$ cat src/rtl/uart_rx_pkg.sv
// Shared types and constants for the configurable UART receiver.
package uart_rx_pkg;

  // Receiver frame states
  typedef enum logic [2:0] {
    IDLE,
    START,
    DATA,
    PARITY,
    STOP
  } state_t;

  localparam logic PAR_EVEN     = 1'b0;
  localparam logic PAR_ODD      = 1'b1;
  localparam int   MIN_PRESCALE = 4;

  // Expected parity bit given the XOR of the data bits and the parity type
  function automatic logic expected_parity(input logic par_typ, input logic data_xor);
    return (par_typ == PAR_ODD) ? ~data_xor : data_xor;
  endfunction

endpackage

$ cat src/rtl/uart_rx_cfg_if.sv
// Bus bundle between the UART receiver and its user: serial line, frame
// configuration and the received-word / status outputs.
interface uart_rx_cfg_if #(
  parameter int DATA_WIDTH = 8,
  parameter int PRESCALE_W = 6
);
  logic                  RX_IN;
  logic [PRESCALE_W-1:0] PRESCALE;
  logic                  PAR_EN;
  logic                  PAR_TYP;
  logic                  STOP2;
  logic [DATA_WIDTH-1:0] P_DATA;
  logic                  DATA_VLD;
  logic                  PAR_ERR;
  logic                  STP_ERR;
  logic                  STRT_GLITCH;
  logic                  BUSY;

  // Side that drives the line and configuration, consumes received words
  modport master (
    output RX_IN, PRESCALE, PAR_EN, PAR_TYP, STOP2,
    input  P_DATA, DATA_VLD, PAR_ERR, STP_ERR, STRT_GLITCH, BUSY
  );

  // Receiver side
  modport slave (
    input  RX_IN, PRESCALE, PAR_EN, PAR_TYP, STOP2,
    output P_DATA, DATA_VLD, PAR_ERR, STP_ERR, STRT_GLITCH, BUSY
  );
endinterface

$ cat src/rtl/uart_rx_sampler.sv
// Bit-period timing and 3-sample majority vote for the UART receiver.
// edge_cnt runs 0..P-1 while a frame is active and sits at 0 when idle, so a
// new frame always begins counting from 0.
module uart_rx_sampler #(
  parameter int PRESCALE_W = 6
) (
  input  logic                  clk,
  input  logic                  rst,
  input  logic                  run_i,
  input  logic [PRESCALE_W-1:0] prescale_i,
  input  logic                  rx_s_i,
  output logic [PRESCALE_W-1:0] edge_cnt_o,
  output logic                  sample_pt_o,
  output logic                  vote_o
);

  logic [PRESCALE_W-1:0] edge_cnt_q, edge_cnt_d;
  logic [PRESCALE_W-1:0] half;
  logic                  cap0_q, cap1_q;

  assign half = prescale_i >> 1;

  // Next bit-period count: wrap at P-1, held at 0 while idle
  always_comb begin
    edge_cnt_d = '0;
    if (run_i) begin
      if (edge_cnt_q == prescale_i - PRESCALE_W'(1)) edge_cnt_d = '0;
      else                                          edge_cnt_d = edge_cnt_q + PRESCALE_W'(1);
    end
  end

  // Counter and the two early captures at P/2-1 and P/2
  always_ff @(posedge clk) begin
    if (rst) begin
      edge_cnt_q <= '0;
      cap0_q     <= 1'b1;
      cap1_q     <= 1'b1;
    end else begin
      edge_cnt_q <= edge_cnt_d;
      if (run_i && (edge_cnt_q == half - PRESCALE_W'(1))) cap0_q <= rx_s_i;
      if (run_i && (edge_cnt_q == half))                  cap1_q <= rx_s_i;
    end
  end

  assign edge_cnt_o  = edge_cnt_q;
  assign sample_pt_o = run_i && (edge_cnt_q == half + PRESCALE_W'(1));
  assign vote_o      = (cap0_q & cap1_q) | (cap0_q & rx_s_i) | (cap1_q & rx_s_i);

endmodule

$ cat src/rtl/uart_rx_cfg.sv
// Runtime-configurable UART receiver: input synchroniser, frame FSM, data
// shift register and error flags. Configuration is captured at frame start
// so the user may change it freely while a frame is in flight.
module uart_rx_cfg
  import uart_rx_pkg::*;
#(
  parameter int DATA_WIDTH  = 8,
  parameter int PRESCALE_W  = 6,
  parameter int SYNC_STAGES = 2   // must be at least 2
) (
  input logic          CLK,
  input logic          RST,
  uart_rx_cfg_if.slave bus
);

  localparam int                    BW    = $clog2(DATA_WIDTH) + 1;
  localparam logic [BW-1:0]         LAST  = BW'(DATA_WIDTH - 1);
  localparam logic [PRESCALE_W-1:0] MIN_P = PRESCALE_W'(MIN_PRESCALE);

  logic [SYNC_STAGES-1:0] sync_q;
  logic                   rx_s, rx_prev_q, fall;

  state_t                 state_q;
  logic [BW-1:0]          bit_cnt_q;
  logic [DATA_WIDTH-1:0]  shift_q;
  logic                   par_flag_q, stp_flag_q;
  logic [PRESCALE_W-1:0]  p_q, p_clamped;
  logic                   par_en_q, par_typ_q, stop2_q;

  logic [DATA_WIDTH-1:0]  p_data_q;
  logic                   data_vld_q, par_err_q, stp_err_q, glitch_q, busy_q;

  logic [PRESCALE_W-1:0]  edge_cnt;
  logic                   sample_pt, vote, bit_end, final_stop, frame_ok;

  // Metastability synchroniser, idles high like the line
  always_ff @(posedge CLK) begin
    if (RST) sync_q <= '1;
    else     sync_q <= {sync_q[SYNC_STAGES-2:0], bus.RX_IN};
  end

  assign rx_s = sync_q[SYNC_STAGES-1];

  // Previous synchronised level for falling-edge start detection
  always_ff @(posedge CLK) begin
    if (RST) rx_prev_q <= 1'b1;
    else     rx_prev_q <= rx_s;
  end

  // Edge, not level: a line stuck low cannot start a new frame
  assign fall      = rx_prev_q & ~rx_s;
  assign p_clamped = (bus.PRESCALE < MIN_P) ? MIN_P : bus.PRESCALE;

  uart_rx_sampler #(
    .PRESCALE_W (PRESCALE_W)
  ) u_sampler (
    .clk         (CLK),
    .rst         (RST),
    .run_i       (state_q != IDLE),
    .prescale_i  (p_q),
    .rx_s_i      (rx_s),
    .edge_cnt_o  (edge_cnt),
    .sample_pt_o (sample_pt),
    .vote_o      (vote)
  );

  assign bit_end    = (edge_cnt == p_q - PRESCALE_W'(1));
  assign final_stop = (bit_cnt_q == BW'(stop2_q));
  // Frame is good only if no earlier error and the final stop bit is high
  assign frame_ok   = ~par_flag_q & ~stp_flag_q & vote;

  // Frame FSM with registered status pulses and received word
  always_ff @(posedge CLK) begin
    if (RST) begin
      state_q    <= IDLE;
      bit_cnt_q  <= '0;
      shift_q    <= '0;
      par_flag_q <= 1'b0;
      stp_flag_q <= 1'b0;
      p_q        <= MIN_P;
      par_en_q   <= 1'b0;
      par_typ_q  <= PAR_EVEN;
      stop2_q    <= 1'b0;
      p_data_q   <= '0;
      data_vld_q <= 1'b0;
      par_err_q  <= 1'b0;
      stp_err_q  <= 1'b0;
      glitch_q   <= 1'b0;
      busy_q     <= 1'b0;
    end else begin
      data_vld_q <= 1'b0;
      par_err_q  <= 1'b0;
      stp_err_q  <= 1'b0;
      glitch_q   <= 1'b0;
      case (state_q)
        IDLE: begin
          if (fall) begin
            state_q    <= START;
            busy_q     <= 1'b1;
            p_q        <= p_clamped;
            par_en_q   <= bus.PAR_EN;
            par_typ_q  <= bus.PAR_TYP;
            stop2_q    <= bus.STOP2;
            par_flag_q <= 1'b0;
            stp_flag_q <= 1'b0;
            bit_cnt_q  <= '0;
          end
        end
        START: begin
          if (sample_pt && vote) begin
            glitch_q <= 1'b1;
            state_q  <= IDLE;
            busy_q   <= 1'b0;
          end else if (bit_end) begin
            state_q   <= DATA;
            bit_cnt_q <= '0;
          end
        end
        DATA: begin
          if (sample_pt) shift_q <= {vote, shift_q[DATA_WIDTH-1:1]};
          if (bit_end) begin
            if (bit_cnt_q == LAST) begin
              bit_cnt_q <= '0;
              state_q   <= par_en_q ? PARITY : STOP;
            end else begin
              bit_cnt_q <= bit_cnt_q + BW'(1);
            end
          end
        end
        PARITY: begin
          if (sample_pt && (vote != expected_parity(par_typ_q, ^shift_q))) par_flag_q <= 1'b1;
          if (bit_end) state_q <= STOP;
        end
        STOP: begin
          if (sample_pt && final_stop) begin
            // Leave mid-bit so a back-to-back start edge is not missed
            state_q    <= IDLE;
            busy_q     <= 1'b0;
            data_vld_q <= frame_ok;
            par_err_q  <= par_flag_q;
            stp_err_q  <= stp_flag_q | ~vote;
            if (frame_ok) p_data_q <= shift_q;
          end else begin
            if (sample_pt && !vote) stp_flag_q <= 1'b1;
            if (bit_end) bit_cnt_q <= bit_cnt_q + BW'(1);
          end
        end
        default: begin
          state_q <= IDLE;
          busy_q  <= 1'b0;
        end
      endcase
    end
  end

  assign bus.P_DATA      = p_data_q;
  assign bus.DATA_VLD    = data_vld_q;
  assign bus.PAR_ERR     = par_err_q;
  assign bus.STP_ERR     = stp_err_q;
  assign bus.STRT_GLITCH = glitch_q;
  assign bus.BUSY        = busy_q;

endmodule
$ cat src/flat_wrapper.sv
// flat-port wrapper written by rule: the top's interface ports become plain ports
module uart_rx_cfg_flat import uart_rx_pkg::*;
#(
  parameter int DATA_WIDTH  = 8,
  parameter int PRESCALE_W  = 6,
  parameter int SYNC_STAGES = 2                        
)
  (CLK, RST, bus_RX_IN, bus_PRESCALE, bus_PAR_EN, bus_PAR_TYP, bus_STOP2, bus_P_DATA, bus_DATA_VLD, bus_PAR_ERR, bus_STP_ERR, bus_STRT_GLITCH, bus_BUSY);
  uart_rx_cfg_if #(.DATA_WIDTH(DATA_WIDTH), .PRESCALE_W(PRESCALE_W)) bus_i ();
  input logic CLK;
  input logic RST;
  input wire logic [$bits(bus_i.RX_IN)-1:0] bus_RX_IN;
  input wire logic [$bits(bus_i.PRESCALE)-1:0] bus_PRESCALE;
  input wire logic [$bits(bus_i.PAR_EN)-1:0] bus_PAR_EN;
  input wire logic [$bits(bus_i.PAR_TYP)-1:0] bus_PAR_TYP;
  input wire logic [$bits(bus_i.STOP2)-1:0] bus_STOP2;
  output wire logic [$bits(bus_i.P_DATA)-1:0] bus_P_DATA;
  output wire logic [$bits(bus_i.DATA_VLD)-1:0] bus_DATA_VLD;
  output wire logic [$bits(bus_i.PAR_ERR)-1:0] bus_PAR_ERR;
  output wire logic [$bits(bus_i.STP_ERR)-1:0] bus_STP_ERR;
  output wire logic [$bits(bus_i.STRT_GLITCH)-1:0] bus_STRT_GLITCH;
  output wire logic [$bits(bus_i.BUSY)-1:0] bus_BUSY;
  assign bus_i.RX_IN = bus_RX_IN;
  assign bus_i.PRESCALE = bus_PRESCALE;
  assign bus_i.PAR_EN = bus_PAR_EN;
  assign bus_i.PAR_TYP = bus_PAR_TYP;
  assign bus_i.STOP2 = bus_STOP2;
  assign bus_P_DATA = bus_i.P_DATA;
  assign bus_DATA_VLD = bus_i.DATA_VLD;
  assign bus_PAR_ERR = bus_i.PAR_ERR;
  assign bus_STP_ERR = bus_i.STP_ERR;
  assign bus_STRT_GLITCH = bus_i.STRT_GLITCH;
  assign bus_BUSY = bus_i.BUSY;
  uart_rx_cfg #(.DATA_WIDTH(DATA_WIDTH), .PRESCALE_W(PRESCALE_W), .SYNC_STAGES(SYNC_STAGES)) u_core (.CLK(CLK), .RST(RST), .bus(bus_i));
endmodule
$ cat config.mk
export PLATFORM = sky130hd
export DESIGN_NAME = uart_rx_cfg_flat
export DESIGN_NICKNAME = d
export VERILOG_FILES = /design/src/rtl/uart_rx_pkg.sv /design/src/rtl/uart_rx_cfg_if.sv /design/src/rtl/uart_rx_sampler.sv /design/src/rtl/uart_rx_cfg.sv /design/src/flat_wrapper.sv
export SDC_FILE = /design/constraint.sdc
export NUM_CORES = 1
export LEC_CHECK = 0
export ABC_AREA = 1
export CAP_MARGIN = 20
export CORE_MARGIN = 2
export CORE_UTILIZATION = 50
export DETAILED_ROUTE_END_ITERATION = 8
export PLACE_DENSITY_LB_ADDON = 0.3
export REMOVE_ABC_BUFFERS = 1
export SETUP_SLACK_MARGIN = 0.05
export SLEW_MARGIN = 20
export SYNTH_ARGS = -nofsm -noshare
export SYNTH_HDL_FRONTEND = slang
export SYNTH_SLANG_ARGS = --single-unit
$ cat constraint.sdc
create_clock -name CLK -period 2.2 [get_ports CLK]
set_clock_uncertainty 0.05 [all_clocks]
set_input_delay 0.44 -clock CLK [delete_from_list [all_inputs] [get_ports CLK]]
set_output_delay 0.44 -clock CLK [all_outputs]
set_load 0.05 [all_outputs]
# After elaboration in Yosys (flattened, before gate mapping)
# Index checks and enable logic that the tools add are counted.
# word_totals
register_bits	50
word_cells	125
in_bits	12
# op_classes
magnitude_cmp	1
add_sub_neg	5
bitwise	19
eq_ne	24
n_reduce_logical	26
mux	30
# op_table
operator	n
$mux W4	7
$mux W3	8
$ne A2 B1 Y1 const B	10
$eq A6 B6 Y1	3
$pmux W4 S4	1
$pmux W3 S5	1
$not A1 Y1	10
$mux W1	9
$reduce_and A4 Y1	2
$reduce_xor A8 Y1	1
$logic_and A1 B1 Y1	7
$reduce_and A7 Y1	1
$add A5 B1 Y6 const B	1
$add A6 B1 Y6 const B	1
$and A1 B1 Y1	6
$eq A3 B2 Y1 const B	2
$eq A6 B5 Y1	1
$lt A6 B3 Y1 const B	1
$mux W6	1
$reduce_and A3 Y1	2
$reduce_and A6 Y1	1
$reduce_or A3 Y1	2
$sub A5 B1 Y6 const B	1
$sub A6 B1 Y6 const B	1
other kinds (18)	25

# Logic depth before layout (Yosys ltp)
# Gate-level depths: netlist of run 1.
# logic_depth
depth_word	8
mapped_depth	17

# Hierarchy
# Synthesis of run 1 repeated with hierarchy kept, for this count alone.
# hier_totals
cells_unflattened	467
hier_area_um2	3022.9
# modules_own_cells
mod	seq_area_each_um2	instances	area_per_inst_um2	cells_each
uart_rx_cfg	840.8	1	2088.3	299
uart_rx_sampler	160.2	1	934.6	168

# Least setup slack after synthesis of run 1
# No wires, ideal clock.
# synth_timing
path_kind	register to register
startpoint	register u_core.p_q[2]
endpoint	register u_core.p_data_q[0], in the netlist u_core.bus.P_DATA[0]
period_less_slack_ns	1.978
required_ns	2.018
setup_slack_ns	0.222
t_arrival_ns	1.796
stages_incl_launch_ff	14
setup_ns	0.132
path_cell_list	dfxtp_1 > inv_2 > ha_1 > inv_1 > nand2_1 > nand2_1 > nand3_1 > nor2_2 > nand4_4 > nor2_4 > buf_6 > nand2_2 > nand2_1 > a21oi_1
# synth_via
elab_chain_cells	5
# synth_rtl
element	line_no	rtl
start: declaration	uart_rx_cfg.sv:27	logic [PRESCALE_W-1:0] p_q, p_clamped;
start signal: assignment	uart_rx_cfg.sv:100	p_q <= p_clamped;
$add A5 B1 Y6	uart_rx_sampler.sv:46	assign sample_pt_o = run_i && (edge_cnt_q == half + PRESCALE_W'(1));
$eq A6 B6 Y1	uart_rx_sampler.sv:46	
$logic_and A1 B1 Y1	uart_rx_sampler.sv:46	
$logic_and A1 B1 Y1	uart_rx_cfg.sv:135	if (sample_pt && final_stop) begin
$reduce_and A3 Y1 (no source line)	n/a	
end signal: assignment	uart_rx_cfg.sv:142	if (frame_ok) p_data_q <= shift_q;
end: declaration	uart_rx_cfg.sv:30	logic [DATA_WIDTH-1:0] p_data_q;
# Every way passes these cells.
# A chain may end at the register's enable or synchronous reset.

# Final worst setup path of run 1
# layout_timing
startpoint	register u_core.p_q[1]
endpoint	register u_core.p_data_q[4], in the netlist u_core.bus.P_DATA[4]
# Same word-level chain as after synthesis.

==> results of run 1 <==
-- timing repair --
action	4_1_cts	5_1_grt
setup buffers	0	2
hold endpoints to repair	0	0
setup endpoints to repair	0	27
gates resized for setup	0	24
-- cells by family after synthesis --
group,Yosys count,share of synthesized area [%]
buffers and inverters,56,8.220
DFF,50,35.16
xor gates and xnor gates,19,5.846
and+or+nand+nor,216,36.79
adders and majority gates,6,2.637
AOI/OAI and AO/OA,59,11.34
-- final timing paths --
kind                                             to  cells after the start
hold reg to reg         u_core.sync_q[1]$_SDFF_PP1_                      1
hold / removal          u_core.sync_q[1]$_SDFF_PP1_                      1
setup reg to reg  u_core.bus.P_DATA[4]$_SDFFE_PP0P_                     12
setup / recovery  u_core.bus.P_DATA[4]$_SDFFE_PP0P_                     12
-- flip-flops by register name (all words and copies together) (netlist names), 2 cells and up --
signal,count
u_core.state_q,3
u_core.p_q,6
u_core.bus.P_DATA,8
u_core.u_sampler.edge_cnt_o,6
u_core.sync_q,2
u_core.bit_cnt_q,4
u_core.shift_q,8
-- metal layers --
metal | track usage [%] | part of all wire [%]
met1 | 28.34 | 49
met2 | 35.04 | 45
met3 | 3.846 | 4.7
met4 | 6.724 | 1.6
met5 | 0 | 0
-- power groups by stage --
stage / Clock, mW / Combinational (mW) / Sequential (mW)
floorplan: 0 / 0.939 / 1.11
global placement: 0 / 1.18 / 1.13
detailed placement: 0 / 1.20 / 1.13
CTS: 0.694 / 1.21 / 1.11
global route: 0.734 / 1.42 / 1.13
finish: 0.689 / 1.26 / 1.11
-- final cells by class --
| class | count | area (µm²) |
|---|---|---|
| Fill cell | 482 | 2111 |
| Multi-Input combinational cell | 300 | 1680 |
| Sequential cell | 50 | 1007 |
| Timing Repair Buffer | 33 | 319.1 |
| Inverter | 47 | 181.4 |
| Tap cell | 72 | 90.09 |
| Clock buffer | 5 | 68.82 |
| Clock inverter | 3 | 48.80 |
-- cells in the final DEF, fill, tap and decap left out, types with 15 or more instances in the layout --
master and instances:
inv_1 30, dfxtp_1 45, nand2_1 90, o21ai_0 18
nand3_1 42, a21oi_1 33, clkdlybuf4s50_1 24, nor2_1 33
inv_2 15
-- through the flow --
step	setup slack [ns]	total power, mW	hold WS [ns]
global placement	0.1955	2.307	0.3537
global route	0.008143	3.287	0.3941
CTS	0.1222	3.011	0.3815
floorplan	0.1898	2.051	0.3395
detailed placement	0.1498	2.334	0.3533
finish	0.1085	3.059	0.3789
==> results.cfg, run 1 <==
[status]
status = finished, final reports clean

[synthesis]
async_reset_ff_share_pct = 0
synth_flop_cell = dfxtp_1
ys_seq_elements = 50
yosysWarnings = 0
netlist_instances = 406
synth_most_common_cell = nand2_1
avgSynthCellArea_um2 = 7.011
synth_edf_count = 0
ys_seq_area_share_pct = 35.16
synth_top_cell_by_area = dfxtp_1
synth_top_area_share_pct = 35.16
synthTopCellsByCount = 91 x nand2_1, 50 x dfxtp_1, 43 x nand3_1
ys_top_cells_by_area = dfxtp_1 35%, nand2_1 12%, nand3_1 7.6%
ys_types = 34
netlist_area_um2 = 2846

[timing]
drv_slew = 0
tightest_slew_ns = 0.6748
fin_crit_ns = 2.091
setup_tns_ns = 0
fmaxAchievable_ghz = 0.4781
rsz0062_at_grt = false
fin_crit_sh_pct = 95.07
hold_viol = 0
setup-violations-final = 0
slew-limit-headroom_pct = 54.77

[setup_path]
cp.required_ns = 2.40
crit_path_max_fanout = 6
r2r_setup_slack_ns = 0.11
path_class = reg -> reg
crit_start = u_core.p_q[1]$_SDFFE_PP0P_
end_kind = register
critPathArrivalTime_ns = 2.29
startpoint_type = register
critPathMaxStageDelay_ns = 0.37
cp_num_buf_inv = 3
cp_cell_sequence = inv_4, ha_4, inv_1, nand2_1, nand2_2, nand3_2, nor2_4, nand4_4, nor2_4, buf_4, nand3_1, a21oi_1
crit_family = simple AND/OR/NAND/NOR gates
reg2reg_from = u_core.p_q[1]$_SDFFE_PP0P_
path_common_cell = nor2_4
cpMaxStageDelayCell = dfxtp_2

[clock_network]
h-tree-depth = 2
cts_made_buffers = 5
cts_hold_buf = 0
cts_tree = yes
cts_num_sinks = 50
cts-root-buf = clkbuf_8
cts.path.max_buffers = 2
clkLatencyLatePin_ns = 0.31
clkTransAtPathRegs_ns = 0.10

[route]
ant_nets = 0
drtPass1Iterations = 4
via_count = 2737
first_iter_violations = 218
drcViolationCount = 0
wl_mm = 6.654
wl_per_cell_um = 13.05
via_per_inst = 5.367

[pwr]
p_sw_mw = 1.288
clkPwrFrac_pct = 22.5
p_per_area_nw_per_um2 = 901.0
comb_power_share_pct = 41.1
p_int_mw = 1.772
ir_drop_mv = 0.5734
p_leak_nw = 1.337
swShare_pct = 42.08
p_seq_share_pct = 36.4

[global_routing]
grt_pass1_vias = 2431
grt_max_degree = 26
antenna_found_initial = 0
grt_overflow = 0
grt_pass1_wl_mm = 10.76
track_usage_pct = 21.32

[min_path]
hp-class = reg -> reg
min_from = u_core.sync_q[0]$_SDFF_PP1_

[place]
placed_cell_area_um2 = 3164
dp.cells = 499
port_buffers = 24
gp_congestion = 0.9535
dp_hpwl_mm = 4.897

[floorplanning]
dieHeight_um = 79.45
die_area_um2 = 6312
io_pins = 25
core-area_um2 = 5507
rows = 27
start_util_pct = 51.69
die_x_um = 79.45

[final_layout]
design_area_um2 = 3396
num_antenna_cells = 0
fin_nets = 455
syn_to_final_growth_pct = 19.30
drive_gt1_share_pct = 18.49
final_util_pct = 61.67
layout.cells.non_filler = 510

[job]
drv.max_cap_violation_count = 0
(Power assumes the default switching activity.)
==> run 2, diff against run 1 <==
--- a/config.mk
+++ b/config.mk
@@ -12,7 +12,7 @@
 export DETAILED_ROUTE_END_ITERATION = 8
 export PLACE_DENSITY_LB_ADDON = 0.3
 export REMOVE_ABC_BUFFERS = 1
-export SETUP_SLACK_MARGIN = 0.05
+export SETUP_SLACK_MARGIN = 0.2
 export SLEW_MARGIN = 20
 export SYNTH_ARGS = -nofsm -noshare
 export SYNTH_HDL_FRONTEND = slang
==> run 2 against run 1 <==
- sequential share of layout area shrank 1.3 points
- critical endpoint unchanged
- cell count grew 1.2%
- fmax grew 3.0%
- utilization grew 3.0 points
- cell area grew 4.9%
- sequential cell count is the same
- highest routed layer unchanged
==> results.cfg, run 2 (synthesis results as in run 1) <==
[status]
status = finished, final reports clean

[clock_network]
cts_made_buffers = 5
clkTransAtPathRegs_ns = 0.10
clkLatencyLatePin_ns = 0.32
cts.path.max_buffers = 2
cts_tree = yes
cts-root-buf = clkbuf_8
cts_hold_buf = 0
h-tree-depth = 2
cts_num_sinks = 50

[timing]
fin_crit_ns = 2.030
setup-violations-final = 0
drv_slew = 0
rsz0062_at_grt = true
hold_viol = 0
tightest_slew_ns = 0.8550
fin_crit_sh_pct = 92.28
setup_tns_ns = 0
fmaxAchievable_ghz = 0.4926
slew-limit-headroom_pct = 42.69

[pwr]
finalPower_mw = 3.156
p_per_area_nw_per_um2 = 886.4
ir_drop_mv = 0.5673
p_leak_nw = 1.445

[setup_path]
startpoint_type = register
crit_path_max_fanout = 6
cp.required_ns = 2.40
end_kind = register
path_class = reg -> reg
critPathArrivalTime_ns = 2.23

[final_layout]
fin_nets = 461
drive_gt1_share_pct = 24.77
fillers = 453
layout_commonest_cell = nand2_1
syn_to_final_growth_pct = 25.10
final_cell_mix = 83 x nand2_1, 45 x dfxtp_1, 34 x nand3_1
multiInputGateArea_um2 = 1775
num_antenna_cells = 0
seq_area_um2 = 1010

[floorplanning]
core-area_um2 = 5507
dieHeight_um = 79.45
rows = 27
start_util_pct = 51.69
io_pins = 25
die_x_um = 79.45
die_area_um2 = 6312

[route]
wl_mm = 7.180
drcViolationCount = 0
wl_per_cell_um = 13.91
drtPass1Iterations = 5
ant_nets = 0
via_per_inst = 5.442
first_iter_violations = 190
via_count = 2808

[global_routing]
grt_pass1_wl_mm = 11.30
grt_max_degree = 26
track_usage_pct = 22.42
grt_pass1_vias = 2524
antenna_found_initial = 0
grt_overflow = 0

[place]
dp_hpwl_mm = 4.897
port_buffers = 24
gp_congestion = 0.9535

[min_path]
hp-class = reg -> reg

[job]
drv.max_cap_violation_count = 0
run 2: cell types whose count changed in the layout (fill, tap and decap cells not counted), sizes merged:
cell           before  now
buf                 9   15
dlymetal6s2s        0    3
clkdlybuf4s50      24   21
run 2: path summary, 6_finish.rpt:
check                              start                                 to  slack, ns  cells past startpoint
min reg2reg  u_core.sync_q[0]$_SDFF_PP1_        u_core.sync_q[1]$_SDFF_PP1_       0.38                      1
min          u_core.sync_q[0]$_SDFF_PP1_        u_core.sync_q[1]$_SDFF_PP1_       0.38                      1
max           u_core.p_q[1]$_SDFFE_PP0P_  u_core.bus.P_DATA[4]$_SDFFE_PP0P_       0.17                     12
max reg2reg   u_core.p_q[1]$_SDFFE_PP0P_  u_core.bus.P_DATA[4]$_SDFFE_PP0P_       0.17                     12
run 2: cell type report:
cell class / instances / area share, %
repair buffers: 39 / 10.65
clock buffers: 5 / 1.933
flip-flops and latches: 50 / 28.36
inverters: 47 / 5.306
multi-input cells: 300 / 49.86
clock inverters: 3 / 1.370
well taps: 72 / 2.530
run 2: routing by layer:
layer | track usage (%) | up-vias | routed length [µm]
met4 | 7.069 | 0 | 125
li1 | - | 1399 | -
met5 | 0 | - | 0
met1 | 29.54 | 1282 | 3207
met2 | 36.89 | 110 | 3344
met3 | 4.412 | 17 | 502
run 2: per-stage QoR:
stage                     instances  util, %  worst slack [ns]  hold slack, ns  cell area (µm²)
after global routing            516    64.67           0.05295          0.3942             3561
after global placement          499    57.46            0.1955          0.3537             3164
after CTS                       511    61.44            0.2038          0.3815             3383
after detailed placement        499    57.46            0.1498          0.3533             3164
after floorplan                 397        -            0.1898          0.3395             2789
final                           516    64.67            0.1699          0.3787             3561
run 2: report_power, final:
part           switching, mW  internal, mW
Clock                  0.345         0.347
Sequential             0.121         0.997
Combinational          0.886         0.461
run 2: timing repair:
action                     in CTS  in global routing
gates resized for setup        19                 42
setup endpoints to repair      24                 37
gates cloned                    1                  0
pin swaps                      13                 22
setup buffers                   3                  5
run 2: critical path, cell delays in order (launching register included):
cell     delay (ns)
dfxtp_4        0.40
inv_8          0.05
ha_4           0.23
inv_2          0.06
nand2_2        0.06
nand2_2        0.09
nand3_2        0.10
nor2_4         0.13
nand4_4        0.14
nor2_4         0.23
buf_6          0.16
nand3_1        0.07
a21oi_1        0.16
